$ cat src/rtl/vend_pkg.sv
// Shared types and default parameters for the vending transaction controller.
// Latency: none (declarations only).
// Backpressure: none (declarations only).
package vend_pkg;

  localparam int CURRENCY_WIDTH_DEF = 7;
  localparam int NUM_ITEMS_DEF      = 4;
  localparam int ITEM_W_DEF         = 2;
  localparam int STOCK_WIDTH_DEF    = 4;
  localparam int INIT_STOCK_DEF     = 5;

  // Item 0 sits in the LSBs: item0=10, item1=15, item2=20, item3=25.
  localparam logic [NUM_ITEMS_DEF*CURRENCY_WIDTH_DEF-1:0] ITEM_PRICES_DEF =
    {7'd25, 7'd20, 7'd15, 7'd10};

  typedef enum logic [2:0] {
    ST_IDLE,
    ST_COLLECT,
    ST_CHECK,
    ST_CLEAR,
    ST_DONE
  } state_e;

  typedef enum logic {
    MODE_VEND,
    MODE_REFUND
  } mode_e;

endpackage

$ cat src/rtl/vend_stock.sv
// Per-item saturating stock counters with decrement and restock ports.
// Latency: stock and stock_empty reflect an update on the clock edge that applies it.
// Backpressure: none; decrement and restock are accepted every cycle, restock saturates.
module vend_stock
  import vend_pkg::*;
#(
  parameter int NUM_ITEMS   = NUM_ITEMS_DEF,
  parameter int ITEM_W      = ITEM_W_DEF,
  parameter int STOCK_WIDTH = STOCK_WIDTH_DEF,
  parameter int INIT_STOCK  = INIT_STOCK_DEF
) (
  input  logic                             clk,
  input  logic                             rstn,
  input  logic                             dec_vld,
  input  logic [ITEM_W-1:0]                dec_item,
  input  logic                             restock_vld,
  input  logic [ITEM_W-1:0]                restock_item,
  input  logic [STOCK_WIDTH-1:0]           restock_qty,
  output logic [NUM_ITEMS*STOCK_WIDTH-1:0] stock_lvl,
  output logic [NUM_ITEMS-1:0]             stock_empty
);

  localparam logic [STOCK_WIDTH:0]   STOCK_MAX  = {1'b0, {STOCK_WIDTH{1'b1}}};
  localparam logic [STOCK_WIDTH-1:0] STOCK_INIT = STOCK_WIDTH'(INIT_STOCK);
  localparam logic [STOCK_WIDTH:0]   ONE        = {{STOCK_WIDTH{1'b0}}, 1'b1};

  logic [STOCK_WIDTH-1:0] stock_q [NUM_ITEMS];
  logic [STOCK_WIDTH-1:0] stock_d [NUM_ITEMS];
  logic [STOCK_WIDTH:0]   sum     [NUM_ITEMS];
  logic [NUM_ITEMS-1:0]   empty_q;
  logic [NUM_ITEMS-1:0]   empty_d;

  // Next stock: decrement first, then add restock in one extra bit, then clamp to max.
  always_comb begin
    empty_d = '0;
    for (int i = 0; i < NUM_ITEMS; i++) begin
      sum[i] = {1'b0, stock_q[i]};
      if (dec_vld && (dec_item == ITEM_W'(i)) && (stock_q[i] != '0)) begin
        sum[i] = sum[i] - ONE;
      end
      if (restock_vld && (restock_item == ITEM_W'(i))) begin
        sum[i] = sum[i] + {1'b0, restock_qty};
      end
      stock_d[i] = (sum[i] > STOCK_MAX) ? STOCK_MAX[STOCK_WIDTH-1:0] : sum[i][STOCK_WIDTH-1:0];
      empty_d[i] = (stock_d[i] == '0);
    end
  end

  // Stock counters and sold-out flags; reset restores the initial stock.
  always_ff @(posedge clk or negedge rstn) begin
    if (!rstn) begin
      for (int i = 0; i < NUM_ITEMS; i++) begin
        stock_q[i] <= STOCK_INIT;
      end
      empty_q <= {NUM_ITEMS{INIT_STOCK == 0}};
    end else begin
      for (int i = 0; i < NUM_ITEMS; i++) begin
        stock_q[i] <= stock_d[i];
      end
      empty_q <= empty_d;
    end
  end

  // Flatten counters so the controller can pick the selected item's level.
  always_comb begin
    stock_lvl = '0;
    for (int i = 0; i < NUM_ITEMS; i++) begin
      stock_lvl[i*STOCK_WIDTH +: STOCK_WIDTH] = stock_q[i];
    end
  end

  assign stock_empty = empty_q;

endmodule

$ cat src/rtl/vend_ctrl.sv
// Vending transaction controller: select/cancel handling, price and stock check, credit clear, change.
// Latency: select at T -> error at T+2 or dispense_valid at T+2, vend/change one cycle after credit clears.
// Backpressure: dispense_valid is held until currency_avail falls; no timeout.
module vend_ctrl
  import vend_pkg::*;
#(
  parameter int CURRENCY_WIDTH = CURRENCY_WIDTH_DEF,
  parameter int NUM_ITEMS      = NUM_ITEMS_DEF,
  parameter int ITEM_W         = ITEM_W_DEF,
  parameter int STOCK_WIDTH    = STOCK_WIDTH_DEF,
  parameter logic [NUM_ITEMS*CURRENCY_WIDTH-1:0] ITEM_PRICES = ITEM_PRICES_DEF,
  parameter int INIT_STOCK     = INIT_STOCK_DEF
) (
  input  logic                      clk,
  input  logic                      rstn,
  input  logic [CURRENCY_WIDTH-1:0] total_currency,
  input  logic                      currency_avail,
  input  logic                      select_valid,
  input  logic [ITEM_W-1:0]         select_item,
  input  logic                      cancel,
  input  logic                      restock_valid,
  input  logic [ITEM_W-1:0]         restock_item,
  input  logic [STOCK_WIDTH-1:0]    restock_qty,
  output logic                      dispense_valid,
  output logic                      vend_valid,
  output logic [ITEM_W-1:0]         vend_item,
  output logic                      change_valid,
  output logic [CURRENCY_WIDTH-1:0] change_value,
  output logic                      err_funds,
  output logic                      err_stock,
  output logic [NUM_ITEMS-1:0]      stock_empty,
  output logic                      busy
);

  state_e                    state_q, state_d;
  mode_e                     mode_q, mode_d;
  logic [ITEM_W-1:0]         item_q, item_d;
  logic [CURRENCY_WIDTH-1:0] total_q, total_d;
  logic                      dispense_q, dispense_d;
  logic                      vend_vld_q, vend_vld_d;
  logic [ITEM_W-1:0]         vend_item_q, vend_item_d;
  logic                      change_vld_q, change_vld_d;
  logic [CURRENCY_WIDTH-1:0] change_val_q, change_val_d;
  logic                      err_funds_q, err_funds_d;
  logic                      err_stock_q, err_stock_d;
  logic                      busy_q, busy_d;

  logic                          dec_vld;
  logic [NUM_ITEMS*STOCK_WIDTH-1:0] stock_lvl;
  logic [STOCK_WIDTH-1:0]        item_stock;
  logic [CURRENCY_WIDTH-1:0]     price_sel;

  vend_stock #(
    .NUM_ITEMS  (NUM_ITEMS),
    .ITEM_W     (ITEM_W),
    .STOCK_WIDTH(STOCK_WIDTH),
    .INIT_STOCK (INIT_STOCK)
  ) u_stock (
    .clk         (clk),
    .rstn        (rstn),
    .dec_vld     (dec_vld),
    .dec_item    (item_q),
    .restock_vld (restock_valid),
    .restock_item(restock_item),
    .restock_qty (restock_qty),
    .stock_lvl   (stock_lvl),
    .stock_empty (stock_empty)
  );

  assign price_sel  = ITEM_PRICES[item_q*CURRENCY_WIDTH +: CURRENCY_WIDTH];
  assign item_stock = stock_lvl[item_q*STOCK_WIDTH +: STOCK_WIDTH];

  // Transaction FSM: next state, latched transaction fields and registered output values.
  always_comb begin
    state_d      = state_q;
    mode_d       = mode_q;
    item_d       = item_q;
    total_d      = total_q;
    dec_vld      = 1'b0;
    vend_vld_d   = 1'b0;
    vend_item_d  = vend_item_q;
    change_vld_d = 1'b0;
    change_val_d = change_val_q;
    err_funds_d  = 1'b0;
    err_stock_d  = 1'b0;
    if (currency_avail) begin
      total_d = total_currency;
    end
    case (state_q)
      ST_IDLE: begin
        if (currency_avail) state_d = ST_COLLECT;
        if (select_valid)   err_funds_d = 1'b1;
      end
      ST_COLLECT: begin
        if (cancel) begin
          mode_d  = MODE_REFUND;
          state_d = ST_CLEAR;
        end else if (select_valid) begin
          item_d  = select_item;
          state_d = ST_CHECK;
        end else if (!currency_avail) begin
          state_d = ST_IDLE;
        end
      end
      ST_CHECK: begin
        if (item_stock == '0) begin
          err_stock_d = 1'b1;
          state_d     = ST_COLLECT;
        end else if (total_currency < price_sel) begin
          err_funds_d = 1'b1;
          state_d     = ST_COLLECT;
        end else begin
          dec_vld = 1'b1;
          mode_d  = MODE_VEND;
          state_d = ST_CLEAR;
        end
      end
      ST_CLEAR: begin
        // Credit keeps tracking late coins until the accumulator confirms the clear.
        if (!currency_avail) begin
          state_d      = ST_DONE;
          change_vld_d = 1'b1;
          if (mode_q == MODE_VEND) begin
            vend_vld_d   = 1'b1;
            vend_item_d  = item_q;
            change_val_d = total_q - price_sel;
          end else begin
            change_val_d = total_q;
          end
        end
      end
      ST_DONE: begin
        state_d = ST_IDLE;
      end
      default: begin
        state_d = ST_IDLE;
      end
    endcase
    dispense_d = (state_d == ST_CLEAR);
    busy_d     = (state_d == ST_CHECK) || (state_d == ST_CLEAR) || (state_d == ST_DONE);
  end

  // State and output registers; reset aborts any transaction without reporting it.
  always_ff @(posedge clk or negedge rstn) begin
    if (!rstn) begin
      state_q      <= ST_IDLE;
      mode_q       <= MODE_VEND;
      item_q       <= '0;
      total_q      <= '0;
      dispense_q   <= 1'b0;
      vend_vld_q   <= 1'b0;
      vend_item_q  <= '0;
      change_vld_q <= 1'b0;
      change_val_q <= '0;
      err_funds_q  <= 1'b0;
      err_stock_q  <= 1'b0;
      busy_q       <= 1'b0;
    end else begin
      state_q      <= state_d;
      mode_q       <= mode_d;
      item_q       <= item_d;
      total_q      <= total_d;
      dispense_q   <= dispense_d;
      vend_vld_q   <= vend_vld_d;
      vend_item_q  <= vend_item_d;
      change_vld_q <= change_vld_d;
      change_val_q <= change_val_d;
      err_funds_q  <= err_funds_d;
      err_stock_q  <= err_stock_d;
      busy_q       <= busy_d;
    end
  end

  assign dispense_valid = dispense_q;
  assign vend_valid     = vend_vld_q;
  assign vend_item      = vend_item_q;
  assign change_valid   = change_vld_q;
  assign change_value   = change_val_q;
  assign err_funds      = err_funds_q;
  assign err_stock      = err_stock_q;
  assign busy           = busy_q;

endmodule

$ cat config.mk
export PLATFORM = sky130hd
export DESIGN_NAME = vend_ctrl
export DESIGN_NICKNAME = d
export VERILOG_FILES = /design/src/rtl/vend_pkg.sv /design/src/rtl/vend_stock.sv /design/src/rtl/vend_ctrl.sv
export SDC_FILE = /design/constraint.sdc
export NUM_CORES = 1
export LEC_CHECK = 0
export BUFFER_PORTS_ARGS = -buffer_cell sky130_fd_sc_hd__buf_2
export CELL_PAD_IN_SITES_DETAIL_PLACEMENT = 0
export CELL_PAD_IN_SITES_GLOBAL_PLACEMENT = 1
export CORE_MARGIN = 1.5
export CORE_UTILIZATION = 30
export DETAILED_ROUTE_END_ITERATION = 12
export GPL_ROUTABILITY_DRIVEN = 0
export PLACE_DENSITY_LB_ADDON = 0.1
export SYNTH_ARGS = -nofsm -noshare
export SYNTH_HDL_FRONTEND = slang
export SYNTH_SLANG_ARGS = --single-unit
$ cat constraint.sdc
create_clock -name clk -period 4.4 [get_ports clk]
set_input_delay 0.66 -clock clk [delete_from_list [all_inputs] [get_ports clk]]
set_output_delay 0.66 -clock clk [all_outputs]
set_load 0.02 [all_outputs]
# After elaboration in Yosys (flattened, before gate mapping)

Index checks and enable logic that the tools add are counted.
W data, S select, Z words.

Add/subtract/negate cells: 9
$mul: 1
Magnitude comparators: 5
Eq/ne operators: 15
Shifts and indexed selects: 2
Mux-type cells: 39
Bitwise gates (word level): 3
Reduce and logical (&&, ||, !) cells: 31

Operators by type and width:

| kind                      | number |
|---|---|
| $mux W5                   | 8 |
| $shiftx A28 B6 Y7 const A | 1 |
| $add A5 B4 Y5             | 4 |
| $gt A5 B4 Y1 const B      | 4 |
| $logic_not A4 Y1          | 5 |
| $sub A4 B1 Y5 const B     | 4 |
| $mux W1                   | 16 |
| $mux W4                   | 4 |
| $reduce_bool A4 Y1        | 4 |
| $shiftx A16 B5 Y4         | 1 |
| $mux W3                   | 5 |
| $eq A3 B2 Y1 const B      | 4 |
| $logic_and A1 B1 Y1       | 12 |
| $pmux W3 S4               | 1 |
| $eq A2 B2 Y1 const B      | 4 |
| $lt A7 B7 Y1              | 1 |
| $mux W7                   | 1 |
| $sub A7 B7 Y7             | 1 |
| $ne A2 B2 Y1 const B      | 3 |
| $reduce_and A3 Y1         | 2 |
| $mul A2 B3 Y5 const B     | 1 |
| $eq A2 B1 Y1 const B      | 2 |
| $logic_not A2 Y1          | 2 |
| $mux W2                   | 2 |
| 9 further kinds           | 13 |

Bits in registers: 48
Input port bits: 21
Output and inout bits: 19
Logic and storage cells: 122

# Logic depth before layout (Yosys ltp)

Gate-level depths: netlist of run 1.

Word-level depth: 14
Gate-level depth with buffers: 17
Gate-level depth less buffers: 17

# Cells and area by module

A second synthesis of run 1 with hierarchy kept.

Cell total of the unflattened synthesis: 319
Area total of the unflattened synthesis: 3,201.8 sq um

By module, submodules not included:

| module     | times used | cells an instance | area an instance (sq um) | sequential area each (sq um) |
|---|---|---|---|---|
| vend_stock | 1          | 175               | 1,704.1                  | 510.5 |
| vend_ctrl  | 1          | 144               | 1,497.7                  | 700.7 |

# Worst setup path before layout of run 1

No wires, ideal clock.

Path type: register -> register
From: register item_q[1]
To: register u_stock.empty_q[2] (netlist: u_stock.stock_empty[2])
Library setup time: 120 ps
Arrival: 3,763 ps
Required time: 4,280 ps
Slack: 517 ps
Stages on the path, launching flop included: 18
Path buffers: 1
Clock period less this slack: 3,883 ps
Cell sequence: dfrtp_1 -> inv_1 -> ha_1 -> inv_1 -> ha_1 -> a21o_1 -> a31oi_1 -> o21ai_2 -> clkbuf_1 -> nand3_1 -> xnor2_1 -> ha_1 -> fa_1 -> a21o_1 -> a21oi_1 -> xor2_1 -> o22ai_1 -> and4_1

Word-level cells in the longest chain between the ends: 14
Elaborated cells on any way between the ends: 17
Classes of those cells: add/sub (1); mul (1); order compare (2); eq/ne (1); shift (2); mux (6); reduce/logical (4)

RTL lines:

| item                                 | RTL line         | source |
|---|---|---|
| from (decl)                          | vend_ctrl.sv:37  | `logic [ITEM_W-1:0] item_q, item_d;` |
| from (signal assigned)               | vend_ctrl.sv:161 | `item_q <= item_d;` |
| $mul A2 B3 Y5                        | vend_ctrl.sv:70  | `assign price_sel = ITEM_PRICES[item_q*CURRENCY_WIDTH +: CURRENCY_WIDTH];` |
| $shiftx A28 B6 Y7                    | vend_ctrl.sv:70  |  |
| $lt A7 B7 Y1                         | vend_ctrl.sv:109 | `end else if (total_currency < price_sel) begin` |
| $mux W1                              | vend_ctrl.sv:109 |  |
| $mux W1                              | vend_ctrl.sv:106 | `if (item_stock == '0) begin` |
| $mux W1                              | vend_ctrl.sv:89  | `case (state_q)` |
| $logic_and A1 B1 Y1 (*) (2 in a row) | vend_stock.sv:38 | `if (dec_vld && (dec_item == ITEM_W'(i)) && (stock_q[i] != '0)) begin` |
| $mux W5 (*)                          | vend_stock.sv:38 |  |
| $add A5 B4 Y5                        | vend_stock.sv:42 | `sum[i] = sum[i] + {1'b0, restock_qty};` |
| $mux W5 (*)                          | vend_stock.sv:41 | `if (restock_vld && (restock_item == ITEM_W'(i))) begin` |
| $gt A5 B4 Y1                         | vend_stock.sv:44 | `stock_d[i] = (sum[i] > STOCK_MAX) ? STOCK_MAX[STOCK_WIDTH-1:0] : sum[i][STOCK_WIDTH-1:0];` |
| $mux W4 (*)                          | vend_stock.sv:44 |  |
| $logic_not A4 Y1 (*)                 | vend_stock.sv:45 | `empty_d[i] = (stock_d[i] == '0);` |
| net u_stock.empty_d[2]               | vend_stock.sv:31 | `logic [NUM_ITEMS-1:0] empty_d;` |
| to (signal assigned)                 | vend_stock.sv:55 | `empty_q <= {NUM_ITEMS{INIT_STOCK == 0}};` |
| to (signal assigned)                 | vend_stock.sv:60 | `empty_q <= empty_d;` |
| to (decl)                            | vend_stock.sv:30 | `logic [NUM_ITEMS-1:0] empty_q;` |

The timed path passes the listed nets; every way through them passes the cells marked *.
A chain may end at the register's enable or synchronous reset.

# Final worst setup path of run 1

From: register item_q[1]
To: register u_stock.empty_q[1] (netlist: u_stock.stock_empty[1])

Same word-level chain as after synthesis.

==> results.md, run 1 <==
* Status: complete, no violations
* Crit path max-delay family: compound AO/OA/AOI/OAI gates
* Final Cell Area at 4070 um2
* Synth Area in Adders at 0.159
* Final Hold Viols at 0
* Dpl cell area at 3920 um2
* Fraction of layout cells with a size suffix above 1 at 0.222
* Inserted Clock Buffers at 5
* Synth Area in Compound Gates at 0.139
* Core ar. at 11500 um2
* Synth warn at 0
* Yosys cell types at 61
* Maximum vdd ir drop at 0.235 mV
* Main combinational cell family by area after synthesis: simple AND/OR/NAND/NOR gates
* Crit path DAT at 4.15 ns
* Via count at 2726
* Max_cap viols at 0
* Commonest non-fill, non-tap cell in the layout: dfrtp_1
* Antenna Cells at 0
* Tmin final at 3.97 ns
* Port bufs at 39
* Sequential share of the synthesized area at 0.343
* Critical-path cell with the highest stage delay: a2111oi_0
* Pin count of the biggest net entering global routing at 49
* Mapped Area at 3530 um2
* Commonest cells after routing, fill and taps aside: dfrtp_1, buf_2, ha_1
* Class of the worst hold path: input port to asynchronous set/reset pin
* FMAX at 252 MHz
* Global route overflow at 0
* Pwr Density at 659 nW/um2
* GRT Util Overall at 0.142
* Clk Tree Root Cell: clkbuf_16
* Initial Util at 0.308
* Synth Area in Simple Gates at 0.182
* Drc violations at 0
* Post-layout util at 0.355
* DRT iter0 DRCs at 99
* DR pass1 iterations at 4
* Crit path kind: flip-flop to flip-flop
* Synthesis-stage register bit count at 48
* CP required at 4.58 ns
* Die Wd at 111 um
* Hold Buf Count CTS at 0
* Vias in the first global route at 2764
* I/O pins at 40
* Dpl hpwl at 6530 um
* Net count of the finished layout at 472
* Largest area contributor in the synthesized netlist: dfrtp_1
* Clock transition at the registers of the reported paths at 0.07 ns
* Via/cell ratio at 4.93
* Max H-tree Level at 2
* Initial antenna violation count at 0
* Buf/Inv on CP at 2
* CP Max Fanout at 11
* Mapped Nets at 427
* Cell repeated most along the worst path: ha_1
* Crit path cell chain: buf_4, ha_1, ha_1, a2111oi_0, o21ai_2, buf_4, and4_1, xnor2_1, ha_1, fa_1, a21o_1, a21oi_1, xor2_1, o2bb2ai_1, and4_1
* Crit-path max cell delay at 0.50 ns
* Post-CTS Setup Inserts at 0
* Post-synthesis mux area share at 0.0755
* Setup violators final at 0
* Leakage at 1.88 nW
* Worst-skew pair later-pin latency at 0.29 ns
* Clk_skew at 0.00569 ns
* Die ar. at 12400 um2
* Total Wirelength at 8370 um
* CTS Sinks at 48
* Synth Area in XOR/XNOR at 0.0670
* Routed WL per cell at 15.1 um
* CTS resizes at 0
* CTS tree: built
* Setup tns final at 0 ns
* Endpoint type of the worst setup path: flip-flop
* Ys flop type: dfrtp_1
* Final period utilization at 0.901
* Synth async-reset ratio at 1.00
* Bufs on Longest Clock Path at 2
* Global-route wire length before repair at 14100 um
* Area grow syn2layout at 15.2%
* Slew Limit Fails at 0
* Synth area leaders: dfrtp_1, ha_1, dfstp_2
* Row Count at 39
* Mapped Cells at 364
* Post-synth EDFFs at 0
* Post-Syn Area per Cell at 9.70 um2
* Die Height at 111 um
* Worst slew margin at 0.568
* DRT antenna net count at 0
* Top cell type's share of synthesized area at 0.283
* Actual slew at the worst max-slew pin at 0.646 ns
* Unrepaired setup endpoints after global routing: false
* Crit start category: flip-flop
-- routing by layer --
metal / track usage / vias to the layer above / wire length (um)
met5: 0 / - / 0
met4: 0.0380 / 0 / 98
met3: 0.0229 / 5 / 237
met2: 0.245 / 45 / 3960
met1: 0.186 / 1285 / 4080
li1: - / 1391 / -
-- sequential cells by signal (all words and copies together) (netlist names) --
signal / flops
u_stock.stock_lvl: 16
change_value: 7
total_q: 7
u_stock.stock_empty: 4
state_q: 3
item_q: 2
vend_item: 2
busy: 1
change_valid: 1
dispense_valid: 1
err_funds: 1
err_stock: 1
mode_q: 1
vend_valid: 1
-- logic make-up after synthesis --
logic type / after synthesis
flip-flops: 48
AND/OR/NAND/NOR: 120
buffers and inverters: 30
adder cells (fa/ha/maj): 42
AO/OA/AOI/OAI: 74
XOR/XNOR: 27
multiplexers: 23
-- Yosys cell counts (all sizes together), types with 3 or more instances --
master,n
a21boi,3
a21o,13
a21oi,21
a31oi,3
and3,3
and4,4
clkbuf,6
dfrtp,40
dfstp,8
fa,5
ha,37
inv,22
mux2,16
mux2i,7
nand2,31
nand3,8
nand4,10
nor2,33
nor3,8
nor4b,4
o21ai,15
o22ai,4
xnor2,17
xor2,10
-- worst paths after layout --
| path | start | endpoint | slack (ns) | depth (start not counted) |
|---|---|---|---|---|
| setup / recovery | item_q[1] | u_stock.stock_empty[1] | 0.43 | 15 |
| hold / removal | rstn | change_value[0] | 0.47 | 2 |
| setup reg to reg | item_q[1] | u_stock.stock_empty[1] | 0.43 | 15 |
| hold reg to reg | change_value[2] | change_value[2] | 0.50 | 1 |
| max in group asynchronous | rstn | u_stock.stock_lvl[5] | 3.51 | 2 |
| min in group clk | change_value[2] | change_value[2] | 0.50 | 1 |
-- area by class of cell --
type,instances,area [um2]
Sequential cell,48,1210
Multi-Input combinational cell,286,2200
Tap cell,143,179
Timing Repair Buffer,46,248
Clock buffer,5,125
Clock inverter,3,23.8
Fill cell,1180,7400
Inverter,22,82.6
-- per-stage QoR --
stage               power, mW  std cells  setup slack [ns]  hold WS [ns]
floorplan                1.93        364             0.517         0.364
global placement         2.32        545             0.456         0.488
detailed placement       2.32        545             0.286         0.494
CTS                      2.73        553             0.406         0.501
global route             2.96        553             0.141         0.518
finish                   2.68        553             0.433         0.474
-- report_power, final --
part / internal (mW) / switching, mW / total (mW)
Sequential: 0.630 / 0.145 / 0.775
Combinational: 0.665 / 0.855 / 1.52
Clock: 0.212 / 0.176 / 0.388
Power figures use the tool's default switching activity.
==> run 2: changes to the inputs <==
--- a/config.mk
+++ b/config.mk
@@ -9,7 +9,7 @@
 export CELL_PAD_IN_SITES_DETAIL_PLACEMENT = 0
 export CELL_PAD_IN_SITES_GLOBAL_PLACEMENT = 1
 export CORE_MARGIN = 1.5
-export CORE_UTILIZATION = 30
+export CORE_UTILIZATION = 46
 export DETAILED_ROUTE_END_ITERATION = 12
 export GPL_ROUTABILITY_DRIVEN = 0
 export PLACE_DENSITY_LB_ADDON = 0.1
==> run 2 against run 1 <==
Register-to-register slack about the same. Utilization grew 19 points. Sequential cell count is the same. Clock-buffer cell count did not move. Setup slack worse by 0.0064 ns. Clock skew shrank 0.0030 ns. Final cell count fell by 8.3%. Clock power rose by 11%. Wire length shrank 13%. Via count decreased by 1.3%. Final area down 1.5%. Fmax decreased by 0.16%.
==> results.md, run 2 (synthesis results as in run 1) <==
* Dpl hpwl at 5710 um (-13%)
* Clk Tree Root Cell: clkbuf_8
* Area grow syn2layout at 13.5%
* Sw Share at 0.420 (-0.0190)
* Antenna Cells at 0 (unchanged)
* Global-route wire length before repair at 12700 um (-9.8%)
* Inserted Clock Buffers at 5 (unchanged)
* RR Startpoint: item_q[1]
* Reg2reg end: u_stock.stock_empty[1]
* R2r worst-path depth at 15 (unchanged)
* Unrepaired setup endpoints after global routing: false
* Via count at 2690 (-1.3%)
* Clock transition at the registers of the reported paths at 0.09 ns (+0.02 ns)
* Status: complete, no violations
* Worst-skew pair later-pin latency at 0.29 ns (about the same)
* Drc violations at 0 (unchanged)
* CTS tree: built
* DRT iter0 DRCs at 150 (+52%)
* Initial Util at 0.482 (+0.174)
* Net count of the finished layout at 470 (-0.42%)
* Leakage at 1.88 nW (+0.13%)
* Max H-tree Level at 2 (unchanged)
* Clk pwr share at 0.159 (+0.014)
* Slew Limit Fails at 0 (unchanged)
* Fraction of layout cells with a size suffix above 1 at 0.218 (-0.00381)
* DR pass1 iterations at 4 (unchanged)
* Power, Total at 2.71 mW (+1.1%)
* Post-CTS Setup Inserts at 0 (unchanged)
* Net load switching power at 1.14 mW (-3.3%)
* Vias in the first global route at 2690 (-2.7%)
* Die ar. at 8210 um2 (-34%)
* Global route overflow at 0 (unchanged)
* Pwr Density at 677 nW/um2 (+2.6%)
* Combinational power share at 0.554 (-0.012)
* Final period utilization at 0.903 (+0.00145)
* Maximum vdd ir drop at 0.284 mV (+21%)
* Die Wd at 90.6 um (-19%)
* Final Hold Viols at 0 (unchanged)
* CTS resizes at 0 (unchanged)
* Critical path launch point: item_q[1]
* Final Cell Area at 4010 um2 (-1.5%)
* Pin count of the biggest net entering global routing at 49 (unchanged)
* GRT Util Overall at 0.191 (+0.0488)
* Dpl cell area at 3850 um2 (-1.8%)
* Reg2reg setup slack at 0.43 ns (about the same)
* I/O pins at 40 (unchanged)
* Commonest cells after routing, fill and taps aside: dfrtp_1, buf_2, ha_1
* DRT antenna net count at 0 (unchanged)
* Total Wirelength at 7280 um (-13%)
* Die Height at 90.6 um (-19%)
* Internal power at 1.57 mW (+4.5%)
* Commonest non-fill, non-tap cell in the layout: dfrtp_1
* Max_cap viols at 0 (unchanged)
* Endpoint type of the worst setup path: flip-flop
* Actual slew at the worst max-slew pin at 1.04 ns (+0.396 ns)
* Hold Buf Count CTS at 0 (unchanged)
* FMAX at 252 MHz (-0.16%)
* Crit path kind: flip-flop to flip-flop
* Routed WL per cell at 14.4 um (-5.2%)
* Worst slew margin at 0.305 (-0.263)
* Clk_skew at 0.00267 ns (-0.00302 ns)
* CP Max Fanout at 10 (-1)
* Setup tns final at 0 ns (unchanged)
* Crit start category: flip-flop
* Max reg flops at 16 (unchanged)
* FILL cells at 701 (-41%)
* Via/cell ratio at 5.31 (+7.6%)
* Row Count at 31 (-21%)
* CTS Sinks at 48 (unchanged)
* Sequential share of power at 0.286 (-0.003)
* CP required at 4.59 ns (about the same)
* Port bufs at 39 (unchanged)
* Class of the worst hold path: flip-flop to flip-flop
* Tmin final at 3.97 ns (+0.00638 ns)
* Worst setup path end: u_stock.stock_empty[1]
* Setup violators final at 0 (unchanged)
* Initial antenna violation count at 0 (unchanged)
* Bufs on Longest Clock Path at 2 (unchanged)
* Core ar. at 7330 um2 (-36%)
* Crit path DAT at 4.16 ns (about the same)
[run 2: cell count changes in the layout (fill, tap and decap cells not counted), sizes merged]
| cell | previous run | this run |
|---|---|---|
| bufinv | 0 | 3 |
| clkinv | 1 | 0 |
| clkinvlp | 2 | 0 |
| buf | 46 | 44 |
[run 2: power by group through the flow]
stage          clock, mW  combinational (mW)  sequential [mW]
2_1_floorplan          0                1.09            0.839
3_3_place_gp           0                1.47            0.777
3_5_place_dp           0                1.50            0.784
4_1_cts            0.445                1.51            0.775
5_1_grt            0.468                1.70            0.804
6_report           0.432                1.50            0.777
[run 2: worst min-delay path by stage]
stage,startpoint,end,slack [ns],cells past startpoint
2_1_floorplan,rstn,busy,0.36,0
3_3_place_gp,vend_item[0],vend_item[0],0.49,1
4_1_cts,state_q[2],err_funds,0.50,1
3_5_place_dp,state_q[2],err_funds,0.48,1
6_report,state_q[2],err_funds,0.51,1
5_1_grt,vend_item[0],vend_item[0],0.53,1
[run 2: per-layer routing]
layer,part of all wire,routed length [um],GRT usage
met4,0.0058,42,0.0476
met5,0,0,0
met2,0.47,3390,0.316
met1,0.50,3660,0.265
met3,0.025,185,0.0227
[run 2: worst max-delay path: stages (launching register included)]
cell	delay, ns
dfrtp_1	0.40
buf_4	0.19
ha_1	0.26
ha_1	0.20
a2111oi_0	0.49
o21ai_2	0.24
buf_4	0.24
and4_1	0.23
xnor2_1	0.15
ha_1	0.21
fa_1	0.40
a21o_1	0.17
a21oi_1	0.21
xor2_1	0.17
o2bb2ai_1	0.11
and4_1	0.19
[run 2: layout make-up]
class                           instances  area, um2  share of cell area
Timing Repair Buffer                   44        233              0.0581
Clock buffer                            5       68.8              0.0172
Tap cell                               99        124              0.0309
Inverter                               22       82.6              0.0206
Clock inverter                          3       90.1              0.0225
Multi-Input combinational cell        286       2200               0.549
Sequential cell                        48       1210               0.302
[run 2: through the flow]
step,setup WS [ns],util,cells,hold slack (ns)
after CTS,0.424,0.547,507,0.504
after global placement,0.532,0.525,499,0.488
final,0.427,0.547,507,0.508
after global routing,0.124,0.547,507,0.535
after floorplan,0.517,-,364,0.364
after detailed placement,0.423,0.525,499,0.479
